[src/rtl/ddr_rw_arbiter.sv]
// Read/write command arbiter: queues read and write requests and batches them to the DDR sequencer.
// Latency: an entry pushed in cycle t can be presented on cmd_* no earlier than cycle t+1.
// Backpressure: x_ready drops when that queue is full; cmd_* holds steady while cmd_ready is low.
module ddr_rw_arbiter #(
  parameter int ADDR_W    = 32,
  parameter int DEPTH     = 4,
  parameter int MAX_BATCH = 4,
  parameter int TURN_R2W  = 2,
  parameter int TURN_W2R  = 4
) (
  input  logic                         clock_t,
  input  logic                         reset,
  input  logic                         rd_valid,
  input  logic [ADDR_W-1:0]            rd_addr,
  output logic                         rd_ready,
  input  logic                         wr_valid,
  input  logic [ADDR_W-1:0]            wr_addr,
  output logic                         wr_ready,
  output logic                         cmd_valid,
  output logic [1:0]                   cmd_rw,
  output logic [ADDR_W-1:0]            cmd_addr,
  input  logic                         cmd_ready,
  output logic [$clog2(DEPTH+1)-1:0]   rd_count,
  output logic [$clog2(DEPTH+1)-1:0]   wr_count,
  output logic                         busy
);

  localparam int CW   = $clog2(DEPTH + 1);
  localparam int PW   = (DEPTH > 1) ? $clog2(DEPTH) : 1;
  localparam int BW   = $clog2(MAX_BATCH + 1);
  localparam int TMAX = (TURN_R2W > TURN_W2R) ? TURN_R2W : TURN_W2R;
  localparam int TW   = (TMAX > 0) ? $clog2(TMAX + 1) : 1;

  localparam logic [CW-1:0] DEPTH_C   = CW'(DEPTH);
  localparam logic [PW-1:0] PTR_LAST  = PW'(DEPTH - 1);
  localparam logic [BW-1:0] BATCH_MAX = BW'(MAX_BATCH);
  localparam logic [TW-1:0] LEN_R2W   = TW'(TURN_R2W);
  localparam logic [TW-1:0] LEN_W2R   = TW'(TURN_W2R);

  // Direction encoding: 0 = read, 1 = write.
  localparam logic DIR_RD = 1'b0;

  typedef enum logic [1:0] {
    ARB_IDLE  = 2'd0,
    ARB_READ  = 2'd1,
    ARB_WRITE = 2'd2,
    ARB_TURN  = 2'd3
  } arb_state_t;

  arb_state_t          r_state;
  arb_state_t          w_state_nxt;
  logic [BW-1:0]       r_batch;
  logic [TW-1:0]       r_turn_left;
  logic                r_turn_dir;
  logic                r_last_dir;
  logic                r_first_done;

  logic [ADDR_W-1:0]   r_rd_mem [DEPTH];
  logic [ADDR_W-1:0]   r_wr_mem [DEPTH];
  logic [PW-1:0]       r_rd_wptr, r_rd_rptr, r_wr_wptr, r_wr_rptr;
  logic [CW-1:0]       r_rd_count, r_wr_count;

  logic                w_rd_push, w_wr_push, w_issue, w_rd_pop, w_wr_pop;
  logic [CW-1:0]       w_rd_cnt_nxt, w_wr_cnt_nxt;
  logic                w_rd_ne, w_wr_ne;
  logic [BW-1:0]       w_batch_inc;
  logic                w_batch_clr, w_turn_load, w_turn_dir_nxt;
  logic [TW-1:0]       w_turn_len;
  logic                w_enter, w_enter_dir, w_enter_turn;
  logic                w_cur_ne, w_opp_ne;

  function automatic logic [PW-1:0] ptr_inc(input logic [PW-1:0] p);
    return (p == PTR_LAST) ? '0 : p + PW'(1);
  endfunction

  // Ready depends only on occupancy, so a same-cycle pop never frees a slot early.
  assign rd_ready  = !reset && (r_rd_count < DEPTH_C);
  assign wr_ready  = !reset && (r_wr_count < DEPTH_C);
  assign w_rd_push = rd_valid && rd_ready;
  assign w_wr_push = wr_valid && wr_ready;

  assign cmd_valid = !reset && (((r_state == ARB_READ)  && (r_rd_count != '0)) ||
                                ((r_state == ARB_WRITE) && (r_wr_count != '0)));
  assign cmd_rw    = !cmd_valid ? 2'b00 : ((r_state == ARB_WRITE) ? 2'b10 : 2'b01);
  assign cmd_addr  = !cmd_valid ? '0 :
                     ((r_state == ARB_WRITE) ? r_wr_mem[r_wr_rptr] : r_rd_mem[r_rd_rptr]);

  assign w_issue  = cmd_valid && cmd_ready;
  assign w_rd_pop = w_issue && (r_state == ARB_READ);
  assign w_wr_pop = w_issue && (r_state == ARB_WRITE);

  // Arbitration looks at occupancy after this cycle's pushes and pops so streams run back-to-back.
  assign w_rd_cnt_nxt = r_rd_count + CW'(w_rd_push) - CW'(w_rd_pop);
  assign w_wr_cnt_nxt = r_wr_count + CW'(w_wr_push) - CW'(w_wr_pop);
  assign w_rd_ne      = (w_rd_cnt_nxt != '0);
  assign w_wr_ne      = (w_wr_cnt_nxt != '0);
  assign w_batch_inc  = r_batch + BW'(w_issue);

  assign rd_count = r_rd_count;
  assign wr_count = r_wr_count;
  assign busy     = !reset && ((r_state != ARB_IDLE) || (r_rd_count != '0) || (r_wr_count != '0));

  // Queue storage; contents need no reset because occupancy gates every read.
  always_ff @(posedge clock_t) begin
    if (w_rd_push) r_rd_mem[r_rd_wptr] <= rd_addr;
    if (w_wr_push) r_wr_mem[r_wr_wptr] <= wr_addr;
  end

  // Circular queue pointers and occupancy counters.
  always_ff @(posedge clock_t) begin
    if (reset) begin
      r_rd_wptr  <= '0;
      r_rd_rptr  <= '0;
      r_wr_wptr  <= '0;
      r_wr_rptr  <= '0;
      r_rd_count <= '0;
      r_wr_count <= '0;
    end else begin
      r_rd_count <= w_rd_cnt_nxt;
      r_wr_count <= w_wr_cnt_nxt;
      if (w_rd_push) r_rd_wptr <= ptr_inc(r_rd_wptr);
      if (w_rd_pop)  r_rd_rptr <= ptr_inc(r_rd_rptr);
      if (w_wr_push) r_wr_wptr <= ptr_inc(r_wr_wptr);
      if (w_wr_pop)  r_wr_rptr <= ptr_inc(r_wr_rptr);
    end
  end

  // Next-state: pick a direction, bound batches, and route direction changes through the turnaround.
  always_comb begin
    w_state_nxt    = r_state;
    w_batch_clr    = 1'b0;
    w_turn_load    = 1'b0;
    w_turn_dir_nxt = r_turn_dir;
    w_enter        = 1'b0;
    w_enter_dir    = r_last_dir;
    w_enter_turn   = 1'b0;
    w_cur_ne       = (r_state == ARB_WRITE) ? w_wr_ne : w_rd_ne;
    w_opp_ne       = (r_state == ARB_WRITE) ? w_rd_ne : w_wr_ne;

    case (r_state)
      ARB_IDLE: begin
        if (w_rd_ne || w_wr_ne) begin
          w_enter      = 1'b1;
          w_enter_dir  = (w_rd_ne && w_wr_ne) ? r_last_dir : w_wr_ne;
          w_enter_turn = r_first_done && (w_enter_dir != r_last_dir);
        end
      end
      ARB_READ, ARB_WRITE: begin
        if (!w_rd_ne && !w_wr_ne) begin
          w_state_nxt = ARB_IDLE;
        end else if (!w_cur_ne || ((w_batch_inc == BATCH_MAX) && w_opp_ne)) begin
          w_enter      = 1'b1;
          w_enter_dir  = (r_state == ARB_READ);
          w_enter_turn = 1'b1;
        end else if (w_batch_inc == BATCH_MAX) begin
          // Nothing waiting the other way: start a fresh batch in place.
          w_batch_clr = 1'b1;
        end
      end
      ARB_TURN: begin
        if (r_turn_left <= TW'(1)) begin
          w_state_nxt = r_turn_dir ? ARB_WRITE : ARB_READ;
          w_batch_clr = 1'b1;
        end
      end
      default: w_state_nxt = ARB_IDLE;
    endcase

    // Entering write means leaving read, so the read-to-write gap applies, and vice versa.
    w_turn_len = w_enter_dir ? LEN_R2W : LEN_W2R;
    if (w_enter) begin
      if (w_enter_turn && (w_turn_len != '0)) begin
        w_state_nxt    = ARB_TURN;
        w_turn_load    = 1'b1;
        w_turn_dir_nxt = w_enter_dir;
      end else begin
        w_state_nxt = w_enter_dir ? ARB_WRITE : ARB_READ;
        w_batch_clr = 1'b1;
      end
    end
  end

  // State register, batch and turnaround counters, and last-issue direction tracking.
  always_ff @(posedge clock_t) begin
    if (reset) begin
      r_state      <= ARB_IDLE;
      r_batch      <= '0;
      r_turn_left  <= '0;
      r_turn_dir   <= DIR_RD;
      r_last_dir   <= DIR_RD;
      r_first_done <= 1'b0;
    end else begin
      r_state <= w_state_nxt;
      r_batch <= w_batch_clr ? '0 : w_batch_inc;
      if (w_turn_load) begin
        r_turn_left <= w_turn_len;
        r_turn_dir  <= w_turn_dir_nxt;
      end else if (r_state == ARB_TURN) begin
        r_turn_left <= r_turn_left - TW'(1);
      end
      if (w_issue) begin
        r_last_dir   <= (r_state == ARB_WRITE);
        r_first_done <= 1'b1;
      end
    end
  end

endmodule

[config.mk]
export PLATFORM = sky130hd
export DESIGN_NAME = ddr_rw_arbiter
export DESIGN_NICKNAME = d
export VERILOG_FILES = /design/src/rtl/ddr_rw_arbiter.sv
export SDC_FILE = /design/constraint.sdc
export NUM_CORES = 1
export LEC_CHECK = 0
export CAP_MARGIN = 20
export CORE_ASPECT_RATIO = 1.2
export CORE_MARGIN = 2
export CORE_UTILIZATION = 26
export CTS_CLUSTER_SIZE = 20
export DETAILED_ROUTE_END_ITERATION = 10
export DONT_BUFFER_PORTS = 1
export GPL_ROUTABILITY_DRIVEN = 0
export PLACE_DENSITY = 0.5
export SLEW_MARGIN = 25
export SYNTH_ARGS = -nofsm -noshare
export SYNTH_HDL_FRONTEND = slang
export SYNTH_SLANG_ARGS = --single-unit
[constraint.sdc]
create_clock -name clock_t -period 4.2 [get_ports clock_t]
set_clock_uncertainty 0.05 [all_clocks]
set_input_delay 0.21 -clock clock_t [delete_from_list [all_inputs] [get_ports clock_t]]
set_output_delay 0.21 -clock clock_t [all_outputs]
set_load 0.02 [all_outputs]
# == Yosys cells after proc, flatten, opt, wreduce, memory -nomap -nowiden ==
# Memory sizes are Yosys's and may differ from the RTL's. A register that Yosys moved wholly into a read port is not among the register bits.
# Index checks and enable logic that the tools add are counted.
# classes
add_sub_neg,10
order_cmp,3
eq_ne,11
muxes,48
n_reduce_logical,38
# op_table
op,count
$mux W32,2
$mux W2,16
$mux W1,22
$reduce_bool A3 Y1,6
$logic_and A1 B1 Y1,16
$eq A2 B2 Y1 const B,6
$add A3 B1 Y3,3
$mux W3,3
$add A2 B1 Y2 const B,4
$pmux W1 S2,4
$lt A3 B3 Y1 const B,2
$ne A3 B3 Y1 const B,2
$reduce_and A3 Y1,2
$sub A3 B1 Y3,2
$logic_or A1 B1 Y1,5
$logic_not A1 Y1,4
$pmux W2 S2,1
$reduce_bool A2 Y1,2
$reduce_or A2 Y1,2
$eq A3 B3 Y1 const B,1
$le A3 B1 Y1 const B,1
$sub A3 B1 Y3 const B,1
$eq A2 B1 Y1 const B,1
$logic_not A2 Y1,1
$ne A1 B1 Y1,1
# totals
ff_bits,25
ramBits,256
inputBits,69
out_inout_bits,44
word_cells,124
memories,2
# mem_list
name,depth,word_bits,rd,rd_clocked_by_memory_dff,write_ports,line_no,text
r_rd_mem,4,32,1,1,1,58,logic [ADDR_W-1:0] r_rd_mem [DEPTH];
r_wr_mem,4,32,1,1,1,59,logic [ADDR_W-1:0] r_wr_mem [DEPTH];

# == Logic depth before layout (Yosys ltp) ==
# logic_depth
ltp_word,20
ltp_mapped,19
mapped_depth_nobuf,16

# == Worst setup path before layout ==
# OpenSTA, ideal clock, no wires.
# synth_timing
path_kind,reg2reg
start,reg r_state[0]
end,reg r_state[1]
setup_time_ns,0.088
arrival_ns,4.140
setup_slack_ns,-0.078
stages_incl_launch_ff,17
synth_period_minus_slack_ns,4.278
path_cell_list,dfxtp_1 > inv_1 > ha_1 > inv_1 > buf_2 > a211oi_1 > nand2_1 > or2_2 > nand2_1 > ha_1 > fa_1 > or2_2 > nor2_4 > o221ai_1 > a22o_1 > a221o_1 > a311oi_2
# synth_via
elab_chain_len,19
elab_cells_between_ends,52
# synth_rtl
element,line_no,text
from (decl),50,arb_state_t r_state;
from (signal assigned),193,r_state <= w_state_nxt;
$eq A2 B1 Y1 or $eq A2 B2 Y1 (tied branches),"82, 83, 90",
$logic_and A1 B1 Y1 (on tied branches),"82, 83",
$logic_or A1 B1 Y1,82,assign cmd_valid = !reset && (((r_state == ARB_READ) && (r_rd_count != '0)) ||
$logic_and A1 B1 Y1,82,
$logic_and A1 B1 Y1,88,assign w_issue = cmd_valid && cmd_ready;
$logic_and A1 B1 Y1 *,90,assign w_wr_pop = w_issue && (r_state == ARB_WRITE);
$sub A3 B1 Y3 *,94,assign w_wr_cnt_nxt = r_wr_count + CW'(w_wr_push) - CW'(w_wr_pop);
via w_wr_cnt_nxt[1],64,"logic [CW-1:0] w_rd_cnt_nxt, w_wr_cnt_nxt;"
[... 4 more ...],n/a,
$mux W1,151,end else if (!w_cur_ne || ((w_batch_inc == BATCH_MAX) && w_opp_ne)) begin
$mux W1,149,if (!w_rd_ne && !w_wr_ne) begin
$pmux W1 S2,140,case (r_state)
$mux W3,170,w_turn_len = w_enter_dir ? LEN_R2W : LEN_W2R;
$reduce_bool A3 Y1,172,if (w_enter_turn && (w_turn_len != '0)) begin
$logic_and A1 B1 Y1,172,
$mux W2,172,
$mux W2,171,if (w_enter) begin
# Mark *: on every way through the listed nets, which the timed path passes. The rest lies on a longest branch.
# A chain may end at the register's enable or synchronous reset.

# == Worst setup path in the final report ==
# layout_timing
start,reg r_state[0]
end,reg r_state[1]
# layout_via
elab_chain_len,19
elab_cells_between_ends,52
# layout_rtl
element,line_no,text
$eq A2 B1 Y1 or $eq A2 B2 Y1 (tied branches),"82, 89, 83",
$logic_and A1 B1 Y1 (on tied branches),"82, 83",
$logic_or A1 B1 Y1,82,
$logic_and A1 B1 Y1,82,
$logic_and A1 B1 Y1,88,
$logic_and A1 B1 Y1 *,89,assign w_rd_pop = w_issue && (r_state == ARB_READ);
$sub A3 B1 Y3 *,93,assign w_rd_cnt_nxt = r_rd_count + CW'(w_rd_push) - CW'(w_rd_pop);
via w_rd_cnt_nxt[1],64,
[... 4 more ...],n/a,
$mux W1,151,
$mux W1,149,
$pmux W1 S2,140,
$mux W3,170,
$reduce_bool A3 Y1,172,
$logic_and A1 B1 Y1,172,
$mux W2,172,
$mux W2,171,
# Marks and branches as above.

==> results.md <==
- Status: complete, no violations
- Power Internal: 0.005322 W
- Largest net degree at the start of global routing: 40
- Sequential fraction of the synthesis area: 71.28%
- WL final: 27.61 mm
- Die ar.: 46330 µm²
- Placed insts: 1212
- Crit Reg-Reg Startpoint: r_state[0]
- Initial Utilization: 26.40%
- Share of layout cells above drive strength 1: 19.69%
- Top cells by area, synth: edfxtp_1 (66%), mux4_2 (12%), dfxtp_1 (5.0%), nand2_1 (2.7%), ha_1 (2.2%)
- DR DRC count: 0
- Num ports: 113
- Via count: 6214
- Max transition margin: 35.07%
- Site Rows: 84
- Antenna violations before repair: 2
- H-tree depth: 2
- F_max: 255.1 MHz
- Worst-path cell chain: inv_1, ha_1, o31ai_1, a21o_1, inv_1, nand3_1, or2_2, nand2_1, ha_1, fa_1, or2_2, a2111oi_0, o211ai_1, nand3_1, o21ai_0, a311oi_2
- Main synth FF type: edfxtp_1
- Post-synth ARST share: 0%
- Root Driver: clkbuf_16
- Die Ht: 235.4 µm
- Unrepaired setup endpoints after global routing: false
- Final Hold Fails: 0
- Mapped Nets: 759
- Drt first pass iters: 5
- Crit Path Max Fanout: 6
- Core Region: 43930 µm²
- Post-synth top area cell: edfxtp_1
- Fin crit period: 3.919 ns
- Mapped Cells: 668
- HP Start: reset
- Post-synth EDFFs: 256
- PwrDens: 516.1 nW/µm²
- Buf/Inv on CP: 2
- Final hold slack: 0.03414 ns
- Power share of the sequential group: 46.0%
- Die width: 196.8 µm
- Clk slew on worst S/H paths: 0.05 ns
- Post-Syn Area: 11600 µm²
- Final Total Pwr: 0.007260 W
- Non-filler cells, final: 1342
- Max VDD drop: 333.6 µV
- Seq cells post-synth: 285
- Crit path DAT: 4.29 ns
- Logic gate share of total power: 15.5%
- Critical Path RT: 4.57 ns
- First-pass GRT wire length: 41.23 mm
- Input/output buffers: 0
- # setup viols final: 0
- Worst-margin pin slew: 0.9739 ns
- ANT nets after route: 0
- Crit-path slowest cell: fa_1
- Tot GR Track Use: 11.93%
- Synthesized area per cell: 17.37 µm²
- Crit-path leading delay family: compound AO/OA/AOI/OAI gates
- Gr ovfl total: 0
- Clock power share: 38.5%
- CTS max path bufs: 3
- Switching share of power: 26.70%
- Design area: 14070 µm²
- Net Sw Power: 0.001938 W
- Final HPWL DP: 17.70 mm
- DRT iter0 DRCs: 344
- Critical path origin: r_state[0]
- CTS resizes: 0
- Share of the synthesized area in the top cell type: 66.27%
- Final cycle utilization of the critical path: 93.32%
- Synth cell types: 53
- Setup tns final: 0 ns
- Hold WC Path Type: in2reg
- Number of max-cap violations: 0
- NumNets Final: 847
- Synthesis warning total: 0
- Number of max-slew violations in the final report: 0
- Area growth syn-to-layout: 21.27%
- Clock latency at the later pin of the worst-skew pair: 0.52 ns
- Vias in the first global route: 6574
- Critical setup path kind: reg2reg
- Lkg Pwr: 4.603 nW
- CTS sink cnt: 285
- TritonCTS buffer count: 34
- Critical path capture point type: flop
- Routed vias/inst: 4.630
- Max incr delay on CP: 0.45 ns
- CP startpoint kind: flop
- CTS tree: done
- Average routed wire per standard cell: 20.57 µm
- Placed cell area: 12330 µm²
[kinds of logic (layout without fill, tap and decap cells)]
family | count (synthesis) | count (layout) | share of synthesized area, %
DFF | 285 | 285 | 71.28
muxes | 67 | 67 | 12.68
adders and majority gates | 23 | 23 | 2.589
other | 0 | 1 | 0
xor gates and xnor gates | 6 | 6 | 1.003
AOI/OAI and AO/OA | 85 | 85 | 4.832
buffers and inverters | 52 | 166 | 1.812
and+or+nand+nor | 150 | 150 | 5.803
[worst min-delay path: stages]
cell      delay, ns
a211oi_2       0.02
nand2_1        0.10
buf_4          0.15
a21oi_1        0.06
[synthesized netlist by cell type, drive strengths merged, types with 4 or more instances]
library cell and number:
mux4 64, nand3 5, o31ai 6, inv 16, nor2b 6, clkbuf 21, nor3 4, dfxtp 29
or2 5, nor2 25, a211oi 4, and3 11, and2 7, o21ai 6, nand2 83, edfxtp 256
buf 15, a21oi 41, ha 20
[flip-flops by register name, indices dropped and copies added (netlist names), named ones only]
signal / count
r_state: 2
r_first_done: 1
wr_count: 3
r_last_dir: 1
rd_count: 3
r_turn_dir: 1
r_batch: 3
r_rd_wptr: 2
r_wr_wptr: 2
r_turn_left: 3
r_wr_rptr: 2
r_rd_rptr: 2
r_wr_mem: 128
r_rd_mem: 128
[worst paths after layout]
kind	end	slack [ns]	cells past startpoint
setup / recovery	r_state[1]	0.28	16
hold / removal	r_last_dir	0.03	4
setup reg to reg	r_state[1]	0.28	16
hold reg to reg	r_first_done	0.45	2
[metal layers]
metal	part of all wire [%]	up-vias	global-route usage (%)	wire length [µm]
met4	1.8	2	3.213	505
met2	49	197	20.33	13610
met5	0.040	-	0	11
met3	8.2	37	4.112	2252
met1	41	3161	14.30	11230
li1	-	2817	-	-
[layout by cell type (no fill, tap or decap), drive strengths merged, types with 2 or more instances in the layout]
master       instances
nand3                5
xnor3                2
a211oi               4
o221ai               2
a31oi                2
nor3                 4
mux2i                3
mux4                64
a32oi                3
a21oi               41
a2111oi              3
nand2               83
clkbuf              44
nor2b                6
bufinv               2
fa                   2
o31ai                6
o21ai                6
dlygate4sd3         66
o211ai               3
or2                  5
buf                 22
dfxtp               29
a311oi               3
and2                 7
clkinvlp             2
edfxtp             256
xor3                 2
clkinv              12
nand4                2
and3                11
ha                  20
inv                 18
o22ai                2
nor2                25
[power groups by stage]
stage	logic, W	clock network (W)	registers (W)
2_1_floorplan	0.000759	0	0.00338
3_3_place_gp	0.00105	0	0.00340
3_5_place_dp	0.00104	0	0.00340
4_1_cts	0.00113	0.00288	0.00334
5_1_grt	0.00124	0.00299	0.00336
6_report	0.00113	0.00279	0.00334
[stage by stage]
stage / worst slack (ns) / util [%]
after floorplan: 0.02210 / -
after global placement: 0.4190 / 28.05
after detailed placement: 0.3662 / 28.06
after CTS: 0.3120 / 32.03
after global routing: 0.02180 / 32.02
final: 0.2807 / 32.02
[what timing repair did]
item                                   4_1_cts  5_1_grt
setup buffers                                0        0
hold buffers                                67        0
endpoints found under the hold margin      285        0
[layout make-up]
cell class                 count  area, µm²
sequential                   285       8273
clock inverter                18      183.9
antenna                        1      2.502
fill                        4314      29860
inverter                      16      60.06
timing repair buffer          88      823.3
multi-input combinational    331       3137
tap                          559      699.4
clock buffer                  44      888.4
Note: power is estimated with default switching activity, not from simulation.
